## src/rtl/demux1to24_collector.sv

```systemverilog
// demux1to24_collector: scatters tagged words into 24 registered lanes and holds each full frame until it is acknowledged.
module demux1to24_collector #(
  parameter int DATA_WIDTH = 12
) (
  input  logic                  clk,
  input  logic                  reset,
  input  logic                  clear,
  input  logic                  in_valid,
  output logic                  in_ready,
  input  logic [DATA_WIDTH-1:0] in_data,
  input  logic [4:0]            in_sel,
  output logic [DATA_WIDTH-1:0] out0,
  output logic [DATA_WIDTH-1:0] out1,
  output logic [DATA_WIDTH-1:0] out2,
  output logic [DATA_WIDTH-1:0] out3,
  output logic [DATA_WIDTH-1:0] out4,
  output logic [DATA_WIDTH-1:0] out5,
  output logic [DATA_WIDTH-1:0] out6,
  output logic [DATA_WIDTH-1:0] out7,
  output logic [DATA_WIDTH-1:0] out8,
  output logic [DATA_WIDTH-1:0] out9,
  output logic [DATA_WIDTH-1:0] out10,
  output logic [DATA_WIDTH-1:0] out11,
  output logic [DATA_WIDTH-1:0] out12,
  output logic [DATA_WIDTH-1:0] out13,
  output logic [DATA_WIDTH-1:0] out14,
  output logic [DATA_WIDTH-1:0] out15,
  output logic [DATA_WIDTH-1:0] out16,
  output logic [DATA_WIDTH-1:0] out17,
  output logic [DATA_WIDTH-1:0] out18,
  output logic [DATA_WIDTH-1:0] out19,
  output logic [DATA_WIDTH-1:0] out20,
  output logic [DATA_WIDTH-1:0] out21,
  output logic [DATA_WIDTH-1:0] out22,
  output logic [DATA_WIDTH-1:0] out23,
  output logic [23:0]           fill_mask,
  output logic                  out_valid,
  input  logic                  out_ack,
  output logic                  frame_done,
  output logic                  sel_err
);
  typedef enum logic {FILL, HOLD} state_t;
  state_t state, state_n;
  logic xfer, wr, done;
  logic [23:0] mask_n;
  logic [DATA_WIDTH-1:0] lanes [24];
  assign in_ready = state == FILL && !reset;
  assign out_valid = state == HOLD;
  // clear wins over any simultaneous write or completion
  always_comb begin
    xfer = in_valid && in_ready;
    wr = xfer && !clear && in_sel < 5'd24;
    mask_n = fill_mask | (wr ? 24'd1 << in_sel : 24'd0);
    done = wr && &mask_n;
    state_n = clear ? FILL : state == FILL ? (done ? HOLD : FILL) : (out_ack ? FILL : HOLD);
  end
  always_ff @(posedge clk) begin
    if (reset) begin
      state <= FILL;
      fill_mask <= '0;
      frame_done <= 1'b0;
      sel_err <= 1'b0;
    end else begin
      state <= state_n;
      fill_mask <= (clear || (state == HOLD && out_ack)) ? '0 : mask_n;
      frame_done <= done;
      sel_err <= xfer && !clear && in_sel >= 5'd24 && in_sel <= 5'd30;
    end
  end
  for (genvar i = 0; i < 24; i++) begin : g_lane
    always_ff @(posedge clk) begin
      if (reset) lanes[i] <= '0;
      else if (wr && in_sel == 5'(i)) lanes[i] <= in_data;
    end
  end
  assign out0 = lanes[0];   assign out1 = lanes[1];   assign out2 = lanes[2];   assign out3 = lanes[3];
  assign out4 = lanes[4];   assign out5 = lanes[5];   assign out6 = lanes[6];   assign out7 = lanes[7];
  assign out8 = lanes[8];   assign out9 = lanes[9];   assign out10 = lanes[10]; assign out11 = lanes[11];
  assign out12 = lanes[12]; assign out13 = lanes[13]; assign out14 = lanes[14]; assign out15 = lanes[15];
  assign out16 = lanes[16]; assign out17 = lanes[17]; assign out18 = lanes[18]; assign out19 = lanes[19];
  assign out20 = lanes[20]; assign out21 = lanes[21]; assign out22 = lanes[22]; assign out23 = lanes[23];
endmodule

```

## config.mk

```make
export PLATFORM = sky130hd
export DESIGN_NAME = demux1to24_collector
export DESIGN_NICKNAME = d
export VERILOG_FILES = /design/src/rtl/demux1to24_collector.sv
export SDC_FILE = /design/constraint.sdc
export NUM_CORES = 1
export LEC_CHECK = 0
export BUFFER_PORTS_ARGS = -buffer_cell sky130_fd_sc_hd__buf_2
export CAP_MARGIN = 20
export CORE_MARGIN = 2
export CORE_UTILIZATION = 39
export CTS_CLUSTER_SIZE = 10
export DETAILED_ROUTE_END_ITERATION = 12
export PLACE_DENSITY = 0.7
export SYNTH_ARGS = -nofsm -noshare
export SYNTH_HDL_FRONTEND = slang
export SYNTH_SLANG_ARGS = --single-unit
```

## constraint.sdc

```tcl
create_clock -name clk -period 2.3 [get_ports clk]
set_input_delay 0.46 -clock clk [delete_from_list [all_inputs] [get_ports clk]]
set_output_delay 0.46 -clock clk [all_outputs]
set_load 0.01 [all_outputs]
```

==> summary.md, run 1 <==
| Metric | Value |
|---|---|
| Outcome | `finished clean` |
| Lkg Pwr | `between 6 and 7 nW` |
| Die X | `~180 um` |
| Worst min-delay path class | `in -> reg` |
| YS warnings | `0` |
| Drt via density | `4.99` |
| WP data arrival | `~2700 ps` |
| Peak VDD IR | `0.000515 V` |
| Pre-CTS WS | `-156 ps` |
| Crit end category | `flip-flop` |
| Core footprint | `30700 um^2` |
| IO buf count | `around 340` |
| CTS Root Buffer Type | `clkbuf_16` |
| Min Tclk post-route | `2200 ps` |
| Largest net degree at the start of global routing | `26` |
| Routed WL per cell | `about 22 um` |
| Hold Slack | `296 ps` |
| Setup Skew | `between 10 and 15 ps` |
| Syn Inst Count | `a little over 800` |
| I/O pin count | `338` |
| Rel. slew slack | `52.2%` |
| Final Total Pwr | `between 0.01 and 0.015 W` |
| Nets | `between 1000 and 1500` |
| Fmax | `about 450 MHz` |
| Netlist cell types | `39` |
| Max FO, Critical Path | `7` |
| Syn Nets | `843` |
| Synth Area in Adders | `0%` |
| Synth Area in XOR/XNOR | `0%` |
| Chip height | `181 um` |
| Avg Inst Size Synth | `14.9 um^2` |
| Fin area | `around 16000 um^2` |
| Detailed Route WL | `roughly 36 mm` |
| Max-Cap Viols | `0` |
| Mux contribution to synthesized area | `0.163%` |
| Worst Tran Pin Value | `roughly 700 ps` |
| Final worst slack | `~97 ps` |
| Area growth from synthesis to layout | `29.7%` |
| CP Launch Type | `flip-flop` |
| Synth Flop Type | `edfxtp_1` |
| Post-DP HPWL | `approximately 24 mm` |
| Sequential fraction of the synthesis area | `~75%` |
| Final period util | `a little over nine tenths` |
| Htree depth | `2` |
| First-pass GRT wire length | `between 50 and 60 mm` |
| Final Hold Violating Endpoints | `0` |
| ANT nets after route | `0` |
| GP Congestion | `0.864` |
| Simple-gate share of the synthesized area | `slightly below 20%` |
| Post-synth EDFFs | `288` |
| Rows | `64` |
| Antenna Cells | `0` |
| Die area | `32900 um^2` |
| Asr flop ratio synth | `0%` |
| Final setup fails | `0` |
| Tot GR Track Use | `between 20% and 30%` |
| Max clock buf depth | `3` |
| Mapped cell area | `between 10000 and 15000 um^2` |
| Initial antenna violation count | `4` |
| Compound-gate portion of the synthesized area | `3.16%` |
| Layout cells sized above 1 | `about two fifths` |
| Worst-Skew Late Latency | `approximately 520 ps` |
| Total number of vias | `between 8000 and 9000` |
| Required time of the critical path | `approximately 2800 ps` |
| Total CTS buffers | `37` |
| CP Class | `reg -> reg` |
| Congestion Overflow GR | `0` |
| Main combinational cell family by area after synthesis | `simple AND/OR/NAND/NOR gates` |
| Post-CTS setup buffers | `0` |
| CTS tree | `built` |
| Synth Register Bits | `about 320` |
| Vias in the first global route | `roughly 8000` |
| DRT Pass-1 Iters | `8` |
| # fillers | `2637` |
| Pwr per Cell Area | `between 800 and 900 nW/um^2` |
| Slew Limit Fails | `0` |
| # DRC | `0` |
| Post-DP Area | `~15000 um^2` |
| Starting Density | `between 30% and 40%` |
| CTS clk-pin slew, worst paths | `approximately 60 ps` |
| Iter 0 DRT Violations | `705` |
| CTS sink cnt | `~320` |
[what timing repair did]
item                       CTS  global route
hold buffers                 0             0
setup endpoints to repair    0            13
resized for setup            0             3
[cells by family after synthesis]
logic type      after synthesis
simple gates                393
flops                       315
buf+inv                      62
compound gates               49
mux                           2
[state kept, by name, indices dropped and copies added, names as in the netlist]
signal and flops:
frame_done 1, lanes 288, fill_mask 24, out_valid 1
sel_err 1
[critical path: stages (launching register included)]
cell and delay (ps):
dfxtp_1 340, or4b_4 570, buf_6 170, a2111oi_4 260, o22ai_1 130, nor4_1 310, and4bb_1 250, o21a_1 110
[final cells by class]
cell class                      instances  area [um^2]  share of cell area, %
Clock buffer                           66         1080                   6.78
Multi-Input combinational cell        444         2850                   17.9
Inverter                                2         7.51                 0.0472
Sequential cell                       315         9190                   57.8
Timing Repair Buffer                  401         2260                   14.2
Clock inverter                          2         13.8                 0.0866
Tap cell                              396          495                   3.12
[cells in the mapped netlist (all sizes together) (6+ instances only)]
cell type  instances  share of area [%]
and2             292                 15
edfxtp           288                 71
clkbuf            57                1.8
dfxtp             27                4.4
o21a              26                1.6
or2               26                1.3
nor2              21               0.64
nand2             14               0.43
nor3               8               0.41
a21oi              6               0.25
nand2b             6               0.31
nand3              6               0.25
[cells in the final DEF (no fill, tap or decap), drive strengths merged, types with 8 or more instances in the layout]
| cell | netlist | layout |
|---|---|---|
| edfxtp | 288 | 288 |
| or2 | 26 | 26 |
| buf | 3 | 401 |
| dfxtp | 27 | 27 |
| nor2 | 21 | 21 |
| o21a | 26 | 26 |
| and2 | 292 | 292 |
| clkbuf | 57 | 66 |
| nand2 | 14 | 14 |
| nor3 | 8 | 8 |
[power breakdown]
group | leakage (nW) | switching [W] | internal (W)
logic | 2.90 | 0.000573 | 0.000283
clock network | 0.521 | 0.00218 | 0.00316
registers | 2.95 | 0.0000878 | 0.00651
total | 6.37 | 0.00284 | 0.00995
[per-layer routing]
metal  track usage [%]  vias to the layer above  share of wire [%]
li1                  -                     3632                  -
met1              27.9                     3988                 42
met2              34.8                      416                 46
met3              7.14                       71                 10
met4              6.50                        4                2.5
met5                 0                        -              0.064
[path summary, 6_finish.rpt]
path	from	endpoint	cells after the start	slack (ps)
setup / recovery	out_valid	out_valid	7	100
hold / removal	in_sel[3]	sel_err	3	300
setup reg to reg	out_valid	out_valid	7	100
hold reg to reg	fill_mask[23]	fill_mask[23]	1	520
[metrics by stage]
step	instances	utilization, %	TNS, ps
3_5_place_dp	1558	48.1	-10540
6_report	1626	51.7	0
2_1_floorplan	821	-	-5050
3_3_place_gp	1558	48.1	-5810
5_1_grt	1626	51.7	-57.5
4_1_cts	1626	51.6	0
Note: power is estimated with default switching activity, not from simulation.
==> inputs of run 2 (changes only) <==
--- a/config.mk
+++ b/config.mk
@@ -7,11 +7,13 @@
 export LEC_CHECK = 0
 export BUFFER_PORTS_ARGS = -buffer_cell sky130_fd_sc_hd__buf_2
 export CAP_MARGIN = 20
+export CELL_PAD_IN_SITES_DETAIL_PLACEMENT = 1
+export CELL_PAD_IN_SITES_GLOBAL_PLACEMENT = 1
 export CORE_MARGIN = 2
-export CORE_UTILIZATION = 39
+export CORE_UTILIZATION = 38
 export CTS_CLUSTER_SIZE = 10
 export DETAILED_ROUTE_END_ITERATION = 12
-export PLACE_DENSITY = 0.7
+export PLACE_DENSITY = 0.81
 export SYNTH_ARGS = -nofsm -noshare
 export SYNTH_HDL_FRONTEND = slang
 export SYNTH_SLANG_ARGS = --single-unit
==> summary.md, run 2 (synthesis gave the netlist of run 1 again) <==
| Metric | Value |
|---|---|
| Logic pwr share | `6.8%` |
| Tot GR Track Use | `22.9%` |
| Hold Slack | `263 ps` |
| Worst-Skew Late Latency | `just over 500 ps` |
| Drt via density | `4.94` |
| # fillers | `between 3000 and 4000` |
| Layout cells sized above 1 | `between 40% and 50%` |
| Pre-CTS WS | `-251 ps` |
| Final period util | `a little over nine tenths` |
| Largest register FFs | `between 200 and 300` |
| Initial antenna violation count | `2` |
| Multi-input logic area | `2880 um^2` |
| Vias in the first global route | `roughly 8600` |
| Max FO, Critical Path | `7` |
| Lkg Pwr | `6.43 nW` |
| Post-CTS setup buffers | `0` |
| Reg2Reg Setup Slack | `between 70 and 80 ps` |
| Seq pwr share | `between 50% and 60%` |
| CTS sink cnt | `between 300 and 400` |
| Iter 0 DRT Violations | `around 520` |
| Post-DP HPWL | `around 26 mm` |
| Final worst slack | `between 70 and 80 ps` |
| Int Pwr | `around 0.01 W` |
| Largest net degree at the start of global routing | `27` |
| Detailed Route WL | `roughly 39 mm` |
| Min Tclk post-route | `2220 ps` |
| CTS tree | `built` |
| Area growth from synthesis to layout | `30.7%` |
| Pwr per Cell Area | `between 800 and 900 nW/um^2` |
| # DRC | `0` |
| GP Congestion | `0.853` |
| Outcome | `finished clean` |
| First-pass GRT wire length | `roughly 57 mm` |
| I/O pin count | `around 340` |
| Starting Density | `~39%` |
| Final setup fails | `0` |
| Reg with most FFs | `lanes` |
| Sequential cell area | `between 9000 and 10000 um^2` |
| Fin area | `16000 um^2` |
| Clk network pwr share | `42.0%` |
| Total CTS buffers | `38` |
| Fmax | `around 450 MHz` |
| Die X | `around 180 um` |
| Setup Skew | `between 10 and 15 ps` |
| Worst Hold Depth | `3` |
| Slowest stage cell, crit path | `or4b_4` |
| WP data arrival | `2680 ps` |
| # hold bufs at CTS | `0` |
| CP Launch Type | `flip-flop` |
| Worst-path cell chain | `or4b_4, buf_4, nor4_2, o22ai_1, nor4_1, and4bb_1, o21a_1` |
| Worst Tran Pin Value | `between 700 and 800 ps` |
| HP Start | `in_sel[3]` |
| Worst min-delay path class | `in -> reg` |
| Total number of vias | `between 8000 and 9000` |
| CTS clk-pin slew, worst paths | `around 60 ps` |
| Sw Share | `a little under a quarter` |
| CTS Root Buffer Type | `clkbuf_16` |
| Sw Pwr | `approximately 0.0029 W` |
| Rows | `between 60 and 70` |
| CP Class | `reg -> reg` |
| RR Startpoint | `out_valid` |
| Nets | `around 1200` |
| Rel. slew slack | `between 40% and 50%` |
| Post-DP Area | `about 15000 um^2` |
| Hold endpoint | `sel_err` |
| Peak VDD IR | `between 0.0005 and 0.0006 V` |
| Top Registers | `lanes: 288 flops, fill_mask: 24 flops` |
| Max-Cap Viols | `0` |
| Setup TNS | `0 ps` |
| Final Hold Violating Endpoints | `0` |
| IO buf count | `roughly 340` |
| Commonest non-fill, non-tap cell in the layout | `buf_2` |
| Crit end category | `flip-flop` |
| Routed WL per cell | `23.6 um` |
| Core footprint | `between 30000 and 40000 um^2` |
| Worst flop-to-flop path endpoint | `out_valid` |
| Max clock buf depth | `3` |
| Htree depth | `2` |
| Required time of the critical path | `2760 ps` |
| Most frequent cells in the layout | `337 x buf_2, 292 x and2_1, 288 x edfxtp_1` |
| Worst R2R Path Depth | `7` |
| ANT nets after route | `0` |
| Slew Limit Fails | `0` |
| Die area | `roughly 34000 um^2` |
| Congestion Overflow GR | `0` |
| DRT Pass-1 Iters | `5` |
| CP max stage delay | `around 560 ps` |
| Chip height | `~180 um` |
-- run 2: cell types whose count changed in the layout (fill, tap and decap cells not counted), sizes merged --
| cell | previous run | this run |
|---|---|---|
| clkbuf | 66 | 60 |
| diode | 0 | 3 |
| clkinv | 1 | 3 |
| buf | 401 | 410 |
| or2 | 26 | 27 |
-- run 2: timing repair --
item	in CTS	in global routing
pin swaps	0	3
resized for setup	2	8
cloned	0	1
endpoints found under the setup margin	24	118
-- run 2: how the worst max path moves through the flow --
| stage | cells past startpoint | endpoint | start |
|---|---|---|---|
| 3_3_place_gp | 8 | lanes[1][48] | reset |
| 5_1_grt | 7 | out_valid | out_valid |
| 6_report | 7 | out_valid | out_valid |
| 3_5_place_dp | 8 | lanes[1][75] | reset |
| 2_1_floorplan | 6 | lanes[1][0] | reset |
| 4_1_cts | 7 | lanes[0][6] | out_valid |
-- run 2: power groups by stage --
| stage | sequential, W | combinational [W] | clock (W) |
|---|---|---|---|
| 2_1_floorplan | 0.00686 | 0.000196 | 0 |
| 3_3_place_gp | 0.00671 | 0.000858 | 0 |
| 3_5_place_dp | 0.00672 | 0.000879 | 0 |
| 4_1_cts | 0.00661 | 0.000882 | 0.00552 |
| 5_1_grt | 0.00663 | 0.000931 | 0.00570 |
| 6_report | 0.00661 | 0.000874 | 0.00542 |
-- run 2: area by class of cell --
cell class	count	area share [%]
flip-flops and latches	315	57.4
multi-input cells	445	18.0
repair buffers	410	14.5
diodes	3	0.0469
well taps	402	3.14
clock inverters	4	0.141
inverters	2	0.0469
clock buffers	60	6.71
-- run 2: metrics by stage --
| stage | cells | util (%) | total power [W] |
|---|---|---|---|
| floorplan | 821 | - | 0.00705 |
| global placement | 1573 | 47.0 | 0.00757 |
| detailed placement | 1573 | 47.0 | 0.00760 |
| CTS | 1637 | 50.5 | 0.0130 |
| global route | 1640 | 50.6 | 0.0133 |
| finish | 1641 | 50.6 | 0.0129 |
-- run 2: worst max-delay path: cells and delay by family (launching register included) --
family / cells / cell delay, ps
simple gates: 4 / 1350
flops: 1 / 350
compound gates: 2 / 250
buf+inv: 1 / 210
-- run 2: metal layers --
layer | global-route usage (%) | part of all wire (%)
met3 | 5.86 | 7.9
met4 | 6.46 | 2.1
met2 | 38.9 | 49
met1 | 29.0 | 41
met5 | 0 | 0
